File: config.mk
export PLATFORM = sky130hd
export DESIGN_NAME = iomem_pwm_flat
export DESIGN_NICKNAME = d
export VERILOG_FILES = /design/src/rtl/iomem_pwm_pkg.sv /design/src/rtl/iomem_pwm_if.sv /design/src/rtl/iomem_pwm_channel.sv /design/src/rtl/iomem_pwm.sv /design/src/flat_wrapper.sv
export SDC_FILE = /design/constraint.sdc
export NUM_CORES = 1
export LEC_CHECK = 0
export ABC_AREA = 1
export CORE_MARGIN = 2
export CORE_UTILIZATION = 60
export CTS_CLUSTER_DIAMETER = 80
export DETAILED_ROUTE_END_ITERATION = 16
export PLACE_DENSITY = 0.93
export SYNTH_ARGS = -nofsm -noshare
export SYNTH_HDL_FRONTEND = slang
export SYNTH_SLANG_ARGS = --single-unit
File: constraint.sdc
create_clock -name clk -period 3.2 [get_ports clk]
set_clock_uncertainty 0.15 [all_clocks]
set_input_delay 0.48 -clock clk [delete_from_list [all_inputs] [get_ports clk]]
set_output_delay 0.48 -clock clk [all_outputs]
set_load 0.02 [all_outputs]
File: src/rtl/iomem_pwm_pkg.sv
// Shared definitions for the iomem PWM peripheral: register map, CTRL/STATUS
// bit positions and the byte-lane write merge helper.
package iomem_pwm_pkg;

    // Register word offsets, i.e. iomem_addr[7:2]
    localparam logic [5:0] REG_CTRL     = 6'h00;
    localparam logic [5:0] REG_PRESCALE = 6'h01;
    localparam logic [5:0] REG_PERIOD   = 6'h02;
    localparam logic [5:0] REG_STATUS   = 6'h03;
    localparam logic [5:0] REG_DUTY0    = 6'h04;

    localparam int CH_EN_LSB       = 0;
    localparam int INV_LSB         = 8;
    localparam int GBL_EN_BIT      = 31;
    localparam int STATUS_PEND_BIT = 31;

    function automatic logic [31:0] merge_wstrb(
        input logic [31:0] old_v,
        input logic [31:0] new_v,
        input logic [3:0]  strb
    );
        logic [31:0] res;
        for (int b = 0; b < 4; b++) begin
            res[8*b +: 8] = strb[b] ? new_v[8*b +: 8] : old_v[8*b +: 8];
        end
        return res;
    endfunction

endpackage

File: src/rtl/iomem_pwm_if.sv
// PicoSoC iomem bus bundle; the CPU side is the master, peripherals are slaves.
interface iomem_pwm_if;
    logic        iomem_valid;
    logic        iomem_ready;
    logic [3:0]  iomem_wstrb;
    logic [31:0] iomem_addr;
    logic [31:0] iomem_wdata;
    logic [31:0] iomem_rdata;

    modport master (
        output iomem_valid, iomem_wstrb, iomem_addr, iomem_wdata,
        input  iomem_ready, iomem_rdata
    );

    modport slave (
        input  iomem_valid, iomem_wstrb, iomem_addr, iomem_wdata,
        output iomem_ready, iomem_rdata
    );
endinterface

File: src/rtl/iomem_pwm_channel.sv
// One PWM channel: double-buffered duty value, compare against the shared
// period counter, polarity select and a registered output.
module pwm_channel #(
    parameter int WIDTH = 8
) (
    input  logic             clk,
    input  logic             resetn,
    input  logic             duty_we,
    input  logic [WIDTH-1:0] duty_wval,
    input  logic             load,
    input  logic             copy_now,
    input  logic [WIDTH-1:0] counter,
    input  logic             enable,
    input  logic             invert,
    output logic [WIDTH-1:0] duty_shadow,
    output logic             pending,
    output logic             pwm
);

    logic [WIDTH-1:0] shadow_q, shadow_d;
    logic [WIDTH-1:0] active_q, active_d;
    logic             pwm_q, pwm_d;

    // Shadow/active update and compare; a wrap loads the pre-write shadow
    always_comb begin
        shadow_d = duty_we ? duty_wval : shadow_q;
        active_d = active_q;
        if (copy_now) begin
            active_d = shadow_d;
        end else if (load) begin
            active_d = shadow_q;
        end else begin
            active_d = active_q;
        end
        pwm_d = (enable && (counter < active_q)) ^ invert;
    end

    // Channel state registers
    always_ff @(posedge clk) begin
        if (!resetn) begin
            shadow_q <= {WIDTH{1'b0}};
            active_q <= {WIDTH{1'b0}};
            pwm_q    <= 1'b0;
        end else begin
            shadow_q <= shadow_d;
            active_q <= active_d;
            pwm_q    <= pwm_d;
        end
    end

    assign duty_shadow = shadow_q;
    assign pending     = (shadow_q != active_q);
    assign pwm         = pwm_q;

endmodule

File: src/rtl/iomem_pwm.sv
// Multi-channel PWM peripheral on the iomem bus: register decode, CTRL,
// prescaler, shared period counter and the PERIOD shadow/active pair.
module iomem_pwm
    import iomem_pwm_pkg::*;
#(
    parameter logic [7:0] BASE_ADDR  = 8'h03,
    parameter int         CHANNELS   = 3,
    parameter int         WIDTH      = 8,
    parameter int         PRESCALE_W = 16
) (
    input  logic                clk,
    input  logic                resetn,
    iomem_pwm_if.slave          bus,
    output logic [CHANNELS-1:0] pwm_out,
    output logic                wrap_pulse
);

    logic                  ready_q, ready_d;
    logic [31:0]           rdata_q, rdata_d;
    logic [CHANNELS-1:0]   ch_en_q, ch_en_d;
    logic [CHANNELS-1:0]   inv_q, inv_d;
    logic                  gbl_en_q, gbl_en_d;
    logic [PRESCALE_W-1:0] prescale_q, prescale_d;
    logic [PRESCALE_W-1:0] presc_cnt_q, presc_cnt_d;
    logic [WIDTH-1:0]      period_sh_q, period_sh_d;
    logic [WIDTH-1:0]      period_act_q, period_act_d;
    logic [WIDTH-1:0]      counter_q, counter_d;
    logic                  wrap_q, wrap_d;

    logic [5:0]            offset;
    logic                  hit, wr;
    logic                  ctrl_we, prescale_we, period_we;
    logic [CHANNELS-1:0]   duty_we;
    logic [WIDTH-1:0]      duty_sh [CHANNELS];
    logic [CHANNELS-1:0]   ch_pend;
    logic                  pending;
    logic                  tick, wrap;
    logic [31:0]           rd_val, wr_val;
    logic                  unused_addr;

    assign offset      = bus.iomem_addr[7:2];
    assign unused_addr = ^{bus.iomem_addr[23:8], bus.iomem_addr[1:0]};
    assign hit         = bus.iomem_valid && !ready_q && (bus.iomem_addr[31:24] == BASE_ADDR);
    assign wr          = hit && (bus.iomem_wstrb != 4'b0000);
    assign ctrl_we     = wr && (offset == REG_CTRL);
    assign prescale_we = wr && (offset == REG_PRESCALE);
    assign period_we   = wr && (offset == REG_PERIOD);
    assign pending     = (period_sh_q != period_act_q) || (|ch_pend);

    // Read mux; also the base value that partial-strobe writes merge into
    always_comb begin
        rd_val = 32'h0000_0000;
        case (offset)
            REG_CTRL: begin
                rd_val[CH_EN_LSB +: CHANNELS] = ch_en_q;
                rd_val[INV_LSB +: CHANNELS]   = inv_q;
                rd_val[GBL_EN_BIT]            = gbl_en_q;
            end
            REG_PRESCALE: rd_val[PRESCALE_W-1:0] = prescale_q;
            REG_PERIOD:   rd_val[WIDTH-1:0]      = period_sh_q;
            REG_STATUS: begin
                rd_val[WIDTH-1:0]       = counter_q;
                rd_val[STATUS_PEND_BIT] = pending;
            end
            default: begin
                for (int i = 0; i < CHANNELS; i++) begin
                    rd_val[WIDTH-1:0] = rd_val[WIDTH-1:0]
                        | (duty_sh[i] & {WIDTH{offset == (REG_DUTY0 + 6'(i))}});
                end
            end
        endcase
        wr_val = merge_wstrb(rd_val, bus.iomem_wdata, bus.iomem_wstrb);
        for (int i = 0; i < CHANNELS; i++) begin
            duty_we[i] = wr && (offset == (REG_DUTY0 + 6'(i)));
        end
    end

    // Bus response and CTRL/PRESCALE/PERIOD register writes
    always_comb begin
        ready_d     = hit;
        rdata_d     = hit ? rd_val : 32'h0000_0000;
        ch_en_d     = ctrl_we ? wr_val[CH_EN_LSB +: CHANNELS] : ch_en_q;
        inv_d       = ctrl_we ? wr_val[INV_LSB +: CHANNELS] : inv_q;
        gbl_en_d    = ctrl_we ? wr_val[GBL_EN_BIT] : gbl_en_q;
        prescale_d  = prescale_we ? wr_val[PRESCALE_W-1:0] : prescale_q;
        period_sh_d = period_we ? wr_val[WIDTH-1:0] : period_sh_q;
    end

    // Timebase: prescaler, period counter and the wrap-time shadow load
    always_comb begin
        tick         = gbl_en_q && (presc_cnt_q == prescale_q);
        wrap         = tick && (counter_q == period_act_q);
        wrap_d       = wrap;
        presc_cnt_d  = presc_cnt_q;
        counter_d    = counter_q;
        period_act_d = period_act_q;
        if (!gbl_en_q || tick || prescale_we) begin
            presc_cnt_d = {PRESCALE_W{1'b0}};
        end else begin
            presc_cnt_d = presc_cnt_q + PRESCALE_W'(1'b1);
        end
        if (!gbl_en_q || wrap) begin
            counter_d = {WIDTH{1'b0}};
        end else if (tick) begin
            counter_d = counter_q + WIDTH'(1'b1);
        end else begin
            counter_d = counter_q;
        end
        // While stopped, active tracks shadow so the first period is already correct
        if (!gbl_en_q) begin
            period_act_d = period_sh_d;
        end else if (wrap) begin
            period_act_d = period_sh_q;
        end else begin
            period_act_d = period_act_q;
        end
    end

    // Top-level state registers
    always_ff @(posedge clk) begin
        if (!resetn) begin
            ready_q      <= 1'b0;
            rdata_q      <= 32'h0000_0000;
            ch_en_q      <= {CHANNELS{1'b0}};
            inv_q        <= {CHANNELS{1'b0}};
            gbl_en_q     <= 1'b0;
            prescale_q   <= {PRESCALE_W{1'b0}};
            presc_cnt_q  <= {PRESCALE_W{1'b0}};
            period_sh_q  <= {WIDTH{1'b1}};
            period_act_q <= {WIDTH{1'b1}};
            counter_q    <= {WIDTH{1'b0}};
            wrap_q       <= 1'b0;
        end else begin
            ready_q      <= ready_d;
            rdata_q      <= rdata_d;
            ch_en_q      <= ch_en_d;
            inv_q        <= inv_d;
            gbl_en_q     <= gbl_en_d;
            prescale_q   <= prescale_d;
            presc_cnt_q  <= presc_cnt_d;
            period_sh_q  <= period_sh_d;
            period_act_q <= period_act_d;
            counter_q    <= counter_d;
            wrap_q       <= wrap_d;
        end
    end

    for (genvar gi = 0; gi < CHANNELS; gi++) begin : g_ch
        pwm_channel #(.WIDTH(WIDTH)) u_ch (
            .clk         (clk),
            .resetn      (resetn),
            .duty_we     (duty_we[gi]),
            .duty_wval   (wr_val[WIDTH-1:0]),
            .load        (wrap),
            .copy_now    (!gbl_en_q),
            .counter     (counter_q),
            .enable      (ch_en_q[gi] && gbl_en_q),
            .invert      (inv_q[gi]),
            .duty_shadow (duty_sh[gi]),
            .pending     (ch_pend[gi]),
            .pwm         (pwm_out[gi])
        );
    end

    assign bus.iomem_ready = ready_q;
    assign bus.iomem_rdata = rdata_q;
    assign wrap_pulse      = wrap_q;

endmodule
File: src/flat_wrapper.sv
// flat-port wrapper written by rule: the top's interface ports become plain ports
module iomem_pwm_flat import iomem_pwm_pkg::*;
#(
    parameter logic [7:0] BASE_ADDR  = 8'h03,
    parameter int         CHANNELS   = 3,
    parameter int         WIDTH      = 8,
    parameter int         PRESCALE_W = 16
)
  (clk, resetn, pwm_out, wrap_pulse, bus_iomem_valid, bus_iomem_wstrb, bus_iomem_addr, bus_iomem_wdata, bus_iomem_ready, bus_iomem_rdata);
  iomem_pwm_if bus_i ();
  input  logic clk;
  input  logic resetn;
  output logic [CHANNELS-1:0] pwm_out;
  output logic wrap_pulse;
  input wire logic [$bits(bus_i.iomem_valid)-1:0] bus_iomem_valid;
  input wire logic [$bits(bus_i.iomem_wstrb)-1:0] bus_iomem_wstrb;
  input wire logic [$bits(bus_i.iomem_addr)-1:0] bus_iomem_addr;
  input wire logic [$bits(bus_i.iomem_wdata)-1:0] bus_iomem_wdata;
  output wire logic [$bits(bus_i.iomem_ready)-1:0] bus_iomem_ready;
  output wire logic [$bits(bus_i.iomem_rdata)-1:0] bus_iomem_rdata;
  assign bus_i.iomem_valid = bus_iomem_valid;
  assign bus_i.iomem_wstrb = bus_iomem_wstrb;
  assign bus_i.iomem_addr = bus_iomem_addr;
  assign bus_i.iomem_wdata = bus_iomem_wdata;
  assign bus_iomem_ready = bus_i.iomem_ready;
  assign bus_iomem_rdata = bus_i.iomem_rdata;
  iomem_pwm #(.BASE_ADDR(BASE_ADDR), .CHANNELS(CHANNELS), .WIDTH(WIDTH), .PRESCALE_W(PRESCALE_W)) u_core (.clk(clk), .resetn(resetn), .bus(bus_i), .pwm_out(pwm_out), .wrap_pulse(wrap_pulse));
endmodule
==> impl_metrics.env, run 1 <==
export IMPL_status="finished, final reports clean"
export IMPL_routed_wl_mm=25.2
export IMPL_intPower_mw=2.99
export IMPL_setup_viol=0
export IMPL_crit_family="simple AND/OR/NAND/NOR gates"
export IMPL_cp_num_buf_inv=1
export IMPL_grt_pass1_wl_mm=40.5
export IMPL_die_y_microns=118
export IMPL_period_needed_ns=2.56
export IMPL_dieArea_sq_um=13900
export IMPL_comb_power_share=0.048
export IMPL_core_rowCount=41
export IMPL_track_usage=0.368
export IMPL_seq_area_frac_synth=0.343
export IMPL_numCtsBuffers=17
export IMPL_mostFrequentLayoutCells="nand2_1, nand3_1, dfxtp_1"
export IMPL_fillers=954
export IMPL_n_antenna_cell=0
export IMPL_hold_buffers=0
export IMPL_cpMostUsedCell="nand2_1"
export IMPL_drive_gt1_frac=0.0883
export IMPL_cap_viol_max_count=0
export IMPL_grt_max_degree=35
export IMPL_wl_per_cell_microns=18.2
export IMPL_clkPwrFrac=0.525
export IMPL_switching_share=0.230
export IMPL_synth_main_ff_cell="dfxtp_1"
export IMPL_drc=0
export IMPL_synth_top_area_cell="dfxtp_1"
export IMPL_drt_pass1_iter_count=6
export IMPL_arrival_ns=2.71
export IMPL_cts_tree="done"
export IMPL_cts_buffer_depth=2
export IMPL_io_buffers=59
export IMPL_async_reset_ff_frac=0
export IMPL_critPathMaxStageDelay_ns=0.66
export IMPL_slew_violations=0
export IMPL_tightest_slew_ns=0.772
export IMPL_cts_sink_count=133
export IMPL_grt_overflow=0
export IMPL_synth_area_sq_um=7760
export IMPL_switching_power_uw=892
export IMPL_antenna_left=0
export IMPL_nets=1293
export IMPL_post_drt_via_cell_ratio=6.07
export IMPL_place_hpwl_mm=17.1
export IMPL_max_vdd_ir_drop_mv=0.413
export IMPL_start_util=0.615
export IMPL_power_density_nw_per_um2=426
export IMPL_regArea_sq_um=2660
export IMPL_max_clock_freq_mhz=391
export IMPL_first_global_vias=7872
export IMPL_timing_final_crit_share=0.799
export IMPL_gp_congestion=1.12
export IMPL_critPathKind="flip-flop to flip-flop"
export IMPL_clk_latency_ns=0.43
export IMPL_synth_edf_count=0
export IMPL_maxSlewHeadroom=0.484
export IMPL_cts_setup_buffers=0
export IMPL_critPathCaptureType="flip-flop"
export IMPL_mostFrequentLayoutCell="nand2_1"
export IMPL_synthTopCellsByArea="dfxtp_1, nand2_1, nand3_1"
export IMPL_p_total_mw=3.88
export IMPL_clockRootBuffer="clkbuf_16"
export IMPL_ios=108
export IMPL_pwr_share_seq=0.427
export IMPL_yosys_warnings=0
export IMPL_syn_avg_cell_area_sq_um=6.80
export IMPL_path_cells="inv_1 > nand2_1 > and2_1 > nand4_1 > nor2_4 > nand4_2 > nand2_1 > nor2_1"
export IMPL_multi_input_area_sq_um=4300
export IMPL_ys_types=39
export IMPL_synth_top_area_frac=0.343
export IMPL_antenna_found_initial=0
export IMPL_drt_iter0_markers=1248
export IMPL_synthCells=1141
export IMPL_die_w_microns=118
export IMPL_cts_resized=0
export IMPL_hold_class="flip-flop to flip-flop"
export IMPL_ys_ff_latch=133
export IMPL_hold_viol=0
export IMPL_fin_setup_tns_ns=0
export IMPL_core_sq_um=12600
export IMPL_crit_slowest_cell="dfxtp_1"
export IMPL_total_leakage_power_nw=3.90
export IMPL_vias=8395
export IMPL_critPathRequiredTime_ns=3.36
export IMPL_clkTransAtPathRegs_ns=0.06
export IMPL_cp_max_fo=14
export IMPL_critPathLaunchType="flip-flop"
export IMPL_synthToLayoutAreaGrowth_pct=17.5
export IMPL_htree_levels=4
export IMPL_rsz0062_at_grt="false"
-- state kept, by name, indices dropped and copies added, names as in the netlist, 3 cells and up --
register	cells
u_core.g_ch.u_ch.duty_shadow	24
u_core.period_sh_q	8
u_core.prescale_q	16
u_core.counter_q	8
u_core.presc_cnt_q	16
u_core.g_ch.u_ch.pwm	3
u_core.ch_en_q	3
u_core.period_act_q	8
u_core.g_ch.u_ch.active_q	24
u_core.bus.iomem_rdata	17
u_core.inv_q	3
-- power by group through the flow --
stage	logic, mW	clock network, mW	registers [mW]
floorplan	0.104	0	1.69
CTS	0.179	2.03	1.66
global placement	0.172	0	1.69
finish	0.188	2.04	1.66
detailed placement	0.175	0	1.69
global route	0.195	2.12	1.66
-- synthesized netlist by cell type (16+ instances only) --
cell type / count
xnor2_1: 28
nand3_1: 137
inv_2: 16
nand4_1: 62
nand2_1: 220
dfxtp_1: 133
o21ai_0: 27
nor2_1: 115
buf_4: 23
and2_1: 25
ha_1: 23
inv_1: 117
a21oi_1: 89
xor2_1: 16
clkbuf_1: 19
-- area by class of cell --
type	instances	share of cell area
clock inverters	12	0.0166
repair buffers	85	0.0903
inverters	135	0.0556
clock buffers	20	0.0501
multi-input cells	827	0.472
flip-flops and latches	133	0.292
well taps	172	0.0236
-- worst paths after layout --
kind,slack [ns],cells after the start,to,start
setup / recovery,0.64,8,u_core.counter_q[0],u_core.counter_q[1]
hold / removal,0.35,1,u_core.presc_cnt_q[0],u_core.presc_cnt_q[0]
setup reg to reg,0.64,8,u_core.counter_q[0],u_core.counter_q[1]
hold reg to reg,0.35,1,u_core.presc_cnt_q[0],u_core.presc_cnt_q[0]
-- per-stage QoR --
step	utilization	instances	instance area (sq um)	setup WS, ns	hold WS [ns]
floorplan	-	1155	7810	1.32	0.301
global route	0.723	1384	9120	0.546	0.372
CTS	0.723	1384	9120	0.750	0.342
detailed placement	0.674	1352	8510	0.405	0.329
global placement	0.674	1352	8510	0.460	0.320
finish	0.723	1384	9120	0.645	0.345
-- cells by family after synthesis --
group | count (synthesis) | share of synthesized area
simple gates | 607 | 0.368
compound gates | 138 | 0.0926
flops | 133 | 0.343
fa+ha+maj | 23 | 0.0371
xor+xnor | 44 | 0.0497
buf+inv | 195 | 0.109
other cells | 1 | 0.000483
-- metal layers --
| layer | vias to the layer above | wire [microns] | GRT usage |
|---|---|---|---|
| met5 | - | 0 | 0 |
| met4 | 0 | 1370 | 0.182 |
| met3 | 132 | 3220 | 0.113 |
| met2 | 628 | 11300 | 0.575 |
| met1 | 3793 | 9330 | 0.460 |
| li1 | 3842 | - | - |
(Power assumes the default switching activity.)
==> inputs of run 2 (changes only) <==
CORE_UTILIZATION = 50   (was 60)
PLACE_DENSITY = 0.84   (was 0.93)
clock period = 2.3 ns   (was 3.2 ns; I/O delays follow)
==> run 2 against run 1 <==
Wire length decreased by 1.5%. Cell count increased by 5.1%. First-iteration DRC count decreased by 37%. Setup slack got worse by 0.55 ns. Non-clock buffer count increased by 55. Count of clock-buffer cells in the layout decreased by 2. Clock power increased by 28%. Largest cell class unchanged. Largest power group unchanged. Highest routed layer unchanged.
==> impl_metrics.env, run 2 (synthesis results as in run 1) <==
export IMPL_status="finished, final reports clean"
export IMPL_io_buffers=59
export IMPL_period_needed_ns=2.21
export IMPL_gp_congestion=0.980
export IMPL_path_cells="clkdlybuf4s50_1 > inv_1 > nand2_1 > nor2_1 > nand2_1 > buf_4 > nor2_1 > nor2_1 > nand2_1 > nand2_1 > nand3_1 > nand3_1 > nand3_1"
export IMPL_synthToLayoutAreaGrowth_pct=23.2
export IMPL_cap_viol_max_count=0
export IMPL_htree_levels=4
export IMPL_post_drt_via_cell_ratio=5.65
export IMPL_crit_start="bus_iomem_addr[3]"
export IMPL_grt_pass1_wl_mm=39.4
export IMPL_grt_max_degree=34
export IMPL_drc=0
export IMPL_crit_slowest_cell="clkdlybuf4s50_1"
export IMPL_critPathKind="input pin to flip-flop"
export IMPL_cp_max_fo=6
export IMPL_dieArea_sq_um=16500
export IMPL_timing_final_crit_share=0.961
export IMPL_critPathRequiredTime_ns=2.46
export IMPL_critPathMaxStageDelay_ns=0.58
export IMPL_grt_overflow=0
export IMPL_nets=1348
export IMPL_ios=108
export IMPL_place_hpwl_mm=18.3
export IMPL_numCtsBuffers=17
export IMPL_start_util=0.510
export IMPL_routed_wl_mm=24.8
export IMPL_rsz0062_at_grt="false"
export IMPL_antenna_found_initial=0
export IMPL_final_core_util=0.629
export IMPL_switching_power_mw=1.27
export IMPL_cts_setup_buffers=0
export IMPL_critPathCaptureType="flip-flop"
export IMPL_hold_class="flip-flop to flip-flop"
export IMPL_slew_violations=0
export IMPL_die_w_microns=129
export IMPL_drt_pass1_iter_count=6
export IMPL_max_clock_freq_mhz=453
export IMPL_wl_per_cell_microns=17.1
export IMPL_r2r_slack_ns=0.19
export IMPL_max_vdd_ir_drop_mv=0.534
export IMPL_cp_num_buf_inv=3
export IMPL_power_density_nw_per_um2=545
export IMPL_cts_sink_count=133
export IMPL_clk_latency_ns=0.44
export IMPL_comb_power_share=0.054
export IMPL_cp_endpoint="u_core.g_ch[2].u_ch.active_q[4]"
export IMPL_cpMostUsedCell="nand2_1"
export IMPL_core_sq_um=15200
export IMPL_drt_iter0_markers=787
export IMPL_clkPwrFrac=0.504
export IMPL_antenna_left=0
export IMPL_hold_viol=0
export IMPL_pwr_share_seq=0.442
export IMPL_hold_ws_ns=0.340
export IMPL_cts_buffer_depth=2
export IMPL_rr_worst_depth=9
export IMPL_n_antenna_cell=0
export IMPL_vias=8221
export IMPL_mostFrequentLayoutCell="nand2_1"
export IMPL_mostFrequentLayoutCells="nand2_1, nand3_1, dfxtp_1"
export IMPL_total_leakage_power_nw=4.15
export IMPL_cts_tree="done"
export IMPL_r2r_start="u_core.counter_q[1]"
export IMPL_setup_viol=0
export IMPL_dp_slack_ns=-0.187
export IMPL_path_depth=13
export IMPL_critPathLaunchType="input pin"
export IMPL_track_usage=0.310
export IMPL_clkTransAtPathRegs_ns=0.06
export IMPL_crit_family="simple AND/OR/NAND/NOR gates"
export IMPL_first_global_vias=7742
export IMPL_clockRootBuffer="clkbuf_16"
export IMPL_die_y_microns=129
export IMPL_switching_share=0.244
export IMPL_intPower_mw=3.94
export IMPL_holdPathStages=2
export IMPL_arrival_ns=2.37
export IMPL_layout_setup_ws_ns=0.0904
export IMPL_core_rowCount=45
export IMPL_p_total_mw=5.21
export IMPL_r2r_end="u_core.g_ch[1].u_ch.active_q[1]"
export IMPL_drive_gt1_frac=0.129
## run 2: cell types whose count changed in the layout (fill, tap and decap cells not counted), sizes merged
cell / delta
bufinv: -2
buf: +55
clkbuf: -2
clkinvlp: +1
inv: +2
## run 2: worst reg2reg max path, cell delays in order, from the launching register on
cell and delay, ns:
dfxtp_1 0.62, inv_1 0.09, nand2_1 0.06, and2_1 0.13
nand4_1 0.14, nor2_4 0.17, nand4_2 0.13, buf_4 0.28
nand3_1 0.14, nand3_1 0.08
## run 2: worst min path at each step
stage	from	to
3_3_place_gp	u_core.presc_cnt_q[0]	u_core.presc_cnt_q[0]
5_1_grt	u_core.presc_cnt_q[0]	u_core.presc_cnt_q[0]
3_5_place_dp	u_core.presc_cnt_q[0]	u_core.presc_cnt_q[0]
2_1_floorplan	u_core.presc_cnt_q[0]	u_core.presc_cnt_q[0]
4_1_cts	u_core.presc_cnt_q[2]	u_core.presc_cnt_q[2]
6_report	u_core.presc_cnt_q[2]	u_core.presc_cnt_q[2]
## run 2: metrics by stage
stage,cells,area (sq um),TNS [ns]
final,1454,9560,0
after detailed placement,1423,8980,-11.69
after global routing,1454,9560,0
after floorplan,1155,7810,0
after CTS,1454,9550,0
after global placement,1423,8980,-12.28
## run 2: power groups by stage
stage / Sequential, mW / Combinational [mW] / Clock [mW]
floorplan: 2.35 / 0.145 / 0
global placement: 2.35 / 0.267 / 0
detailed placement: 2.35 / 0.269 / 0
CTS: 2.30 / 0.271 / 2.63
global route: 2.30 / 0.298 / 2.74
finish: 2.30 / 0.280 / 2.62
## run 2: final cells by class
| class | instances | area (sq um) |
|---|---|---|
| Fill cell | 1318 | 5650 |
| Sequential cell | 133 | 2660 |
| Timing Repair Buffer | 140 | 1270 |
| Tap cell | 188 | 235 |
| Clock inverter | 13 | 124 |
| Multi-Input combinational cell | 827 | 4310 |
| Inverter | 135 | 510 |
| Clock buffer | 18 | 439 |
## run 2: timing repair
item | 4_1_cts | 5_1_grt
endpoints found under the hold margin | 0 | 0
setup endpoints to repair | 0 | 1
gates resized for setup | 0 | 2
hold buffers | 0 | 0
## run 2: per-layer routing
layer,track usage,wire (microns),vias up
met1,0.405,10200,3760
li1,-,-,3943
met3,0.0524,2190,58
met4,0.139,839,0
met2,0.504,11600,460
met5,0,0,-
==> inputs of run 3 (changes only) <==
CORE_UTILIZATION = 56   (was 50)
PLACE_DENSITY = 0.88   (was 0.84)
clock period = 2.1 ns   (was 2.3 ns; I/O delays follow)
==> run 3 against run 2 <==
Wire length increased by 4.5%. Cell count about the same. Hold slack got worse by 0.11 ns. Register-to-register slack got worse by 0.11 ns. Largest power group unchanged.
==> impl_metrics.env, run 3 (synthesis results as in run 1) <==
export IMPL_track_usage=0.347
export IMPL_slew_violations=0
export IMPL_arrival_ns=2.24
export IMPL_critPathCaptureType="flip-flop"
export IMPL_critPathLaunchType="flip-flop"
export IMPL_numCtsBuffers=17
export IMPL_p_total_mw=5.75
export IMPL_routed_wl_mm=25.9
export IMPL_antenna_left=0
export IMPL_period_needed_ns=2.02
export IMPL_io_buffers=59
export IMPL_timing_final_crit_share=0.961
export IMPL_setup_viol=0
export IMPL_grt_overflow=0
export IMPL_clk_latency_ns=0.44
export IMPL_start_util=0.566
export IMPL_grt_pass1_wl_mm=39.4
export IMPL_hold_ws_ns=0.226
export IMPL_core_rowCount=43
export IMPL_hold_class="input pin to flip-flop"
export IMPL_mostFrequentLayoutCell="nand2_1"
export IMPL_critPathRequiredTime_ns=2.32
export IMPL_core_sq_um=13700
export IMPL_power_density_nw_per_um2=589
export IMPL_cts_sink_count=133
export IMPL_nets=1355
export IMPL_die_w_microns=122
export IMPL_wl_per_cell_microns=17.8
export IMPL_total_leakage_power_nw=4.27
export IMPL_grt_max_degree=35
export IMPL_antenna_found_initial=0
export IMPL_mostFrequentLayoutCells="nand2_1, nand3_1, dfxtp_1"
export IMPL_clkTransAtPathRegs_ns=0.06
export IMPL_place_hpwl_mm=18.4
export IMPL_ios=108
export IMPL_hold_viol=0
export IMPL_vias=8447
export IMPL_cap_viol_max_count=0
export IMPL_drt_pass1_iter_count=9
export IMPL_max_clock_freq_mhz=496
export IMPL_drc=0
export IMPL_hold_buffers=0
export IMPL_drive_gt1_frac=0.146
export IMPL_synthToLayoutAreaGrowth_pct=25.9
export IMPL_cts_tree="done"
export IMPL_critPathKind="flip-flop to flip-flop"
export IMPL_first_global_vias=7829
export IMPL_n_antenna_cell=0
export IMPL_max_vdd_ir_drop_mv=0.576
export IMPL_cp_max_fo=8
export IMPL_die_y_microns=122
export IMPL_clockRootBuffer="clkbuf_16"
export IMPL_dieArea_sq_um=14800
export IMPL_drt_iter0_markers=1330
export IMPL_status="finished, final reports clean"
export IMPL_gp_congestion=0.992
export IMPL_htree_levels=4
export IMPL_post_drt_via_cell_ratio=5.81
export IMPL_cts_buffer_depth=2
==> run 3: area by class of cell <==
class                   count  area [sq um]
multi-input cells         827          4360
fillers                  1073          3960
flip-flops and latches    133          2670
repair buffers            147          1440
inverters                 135           510
clock buffers              18           439
well taps                 180           225
clock inverters            13           121
==> run 3: path summary, 6_finish.rpt <==
| path | slack, ns | end | from | cells past startpoint |
|---|---|---|---|---|
| setup / recovery | 0.08 | u_core.g_ch[1].u_ch.active_q[7] | u_core.presc_cnt_q[5] | 12 |
| hold reg to reg | 0.31 | u_core.presc_cnt_q[0] | u_core.presc_cnt_q[0] | 1 |
| setup reg to reg | 0.08 | u_core.g_ch[1].u_ch.active_q[7] | u_core.presc_cnt_q[5] | 12 |
| hold / removal | 0.23 | u_core.g_ch[0].u_ch.pwm | resetn | 4 |
==> run 3: what timing repair did <==
| item | in CTS | in global routing |
|---|---|---|
| cloned | 0 | 3 |
| resized for setup | 1 | 25 |
| endpoints found under the setup margin | 1 | 55 |
| pin swaps | 0 | 5 |
| setup buffers | 0 | 5 |
==> run 3: routing by layer <==
layer	routed length, microns	global-route usage	vias to the layer above
met5	0	0	-
met4	1560	0.179	0
met3	3110	0.0946	141
met2	11300	0.542	601
met1	9950	0.440	3749
li1	-	-	3956
==> run 3: where the power goes <==
group	switching, mW	leakage, nW	internal, mW	total [mW]
clock network	1.24	0.279	1.67	2.91
registers	0.000120	1.07	2.52	2.52
logic	0.183	2.92	0.130	0.313
total	1.42	4.27	4.32	5.75
==> run 3: critical path, cell delays in order, from the launching register on <==
cell and delay (ns):
dfxtp_1 0.43, inv_2 0.04, nand2_1 0.06, nand2_1 0.05, nor2_1 0.09, nand2_1 0.12, nor2_4 0.17, nand2_4 0.12
nor2_4 0.18, buf_12 0.15, buf_12 0.12, nand4_1 0.13, nand3_1 0.12
==> run 3: per-stage QoR <==
step	cells	cell area, sq um	utilization	setup WS [ns]	setup TNS [ns]
after detailed placement	1414	9010	0.657	-0.331	-24.69
after CTS	1445	9580	0.698	-0.00692	-0.00692
after global routing	1453	9760	0.712	-0.00726	-0.00846
after floorplan	1155	7810	-	0.387	0
after global placement	1414	9010	0.657	-0.313	-24.84
final	1453	9760	0.712	0.0822	0
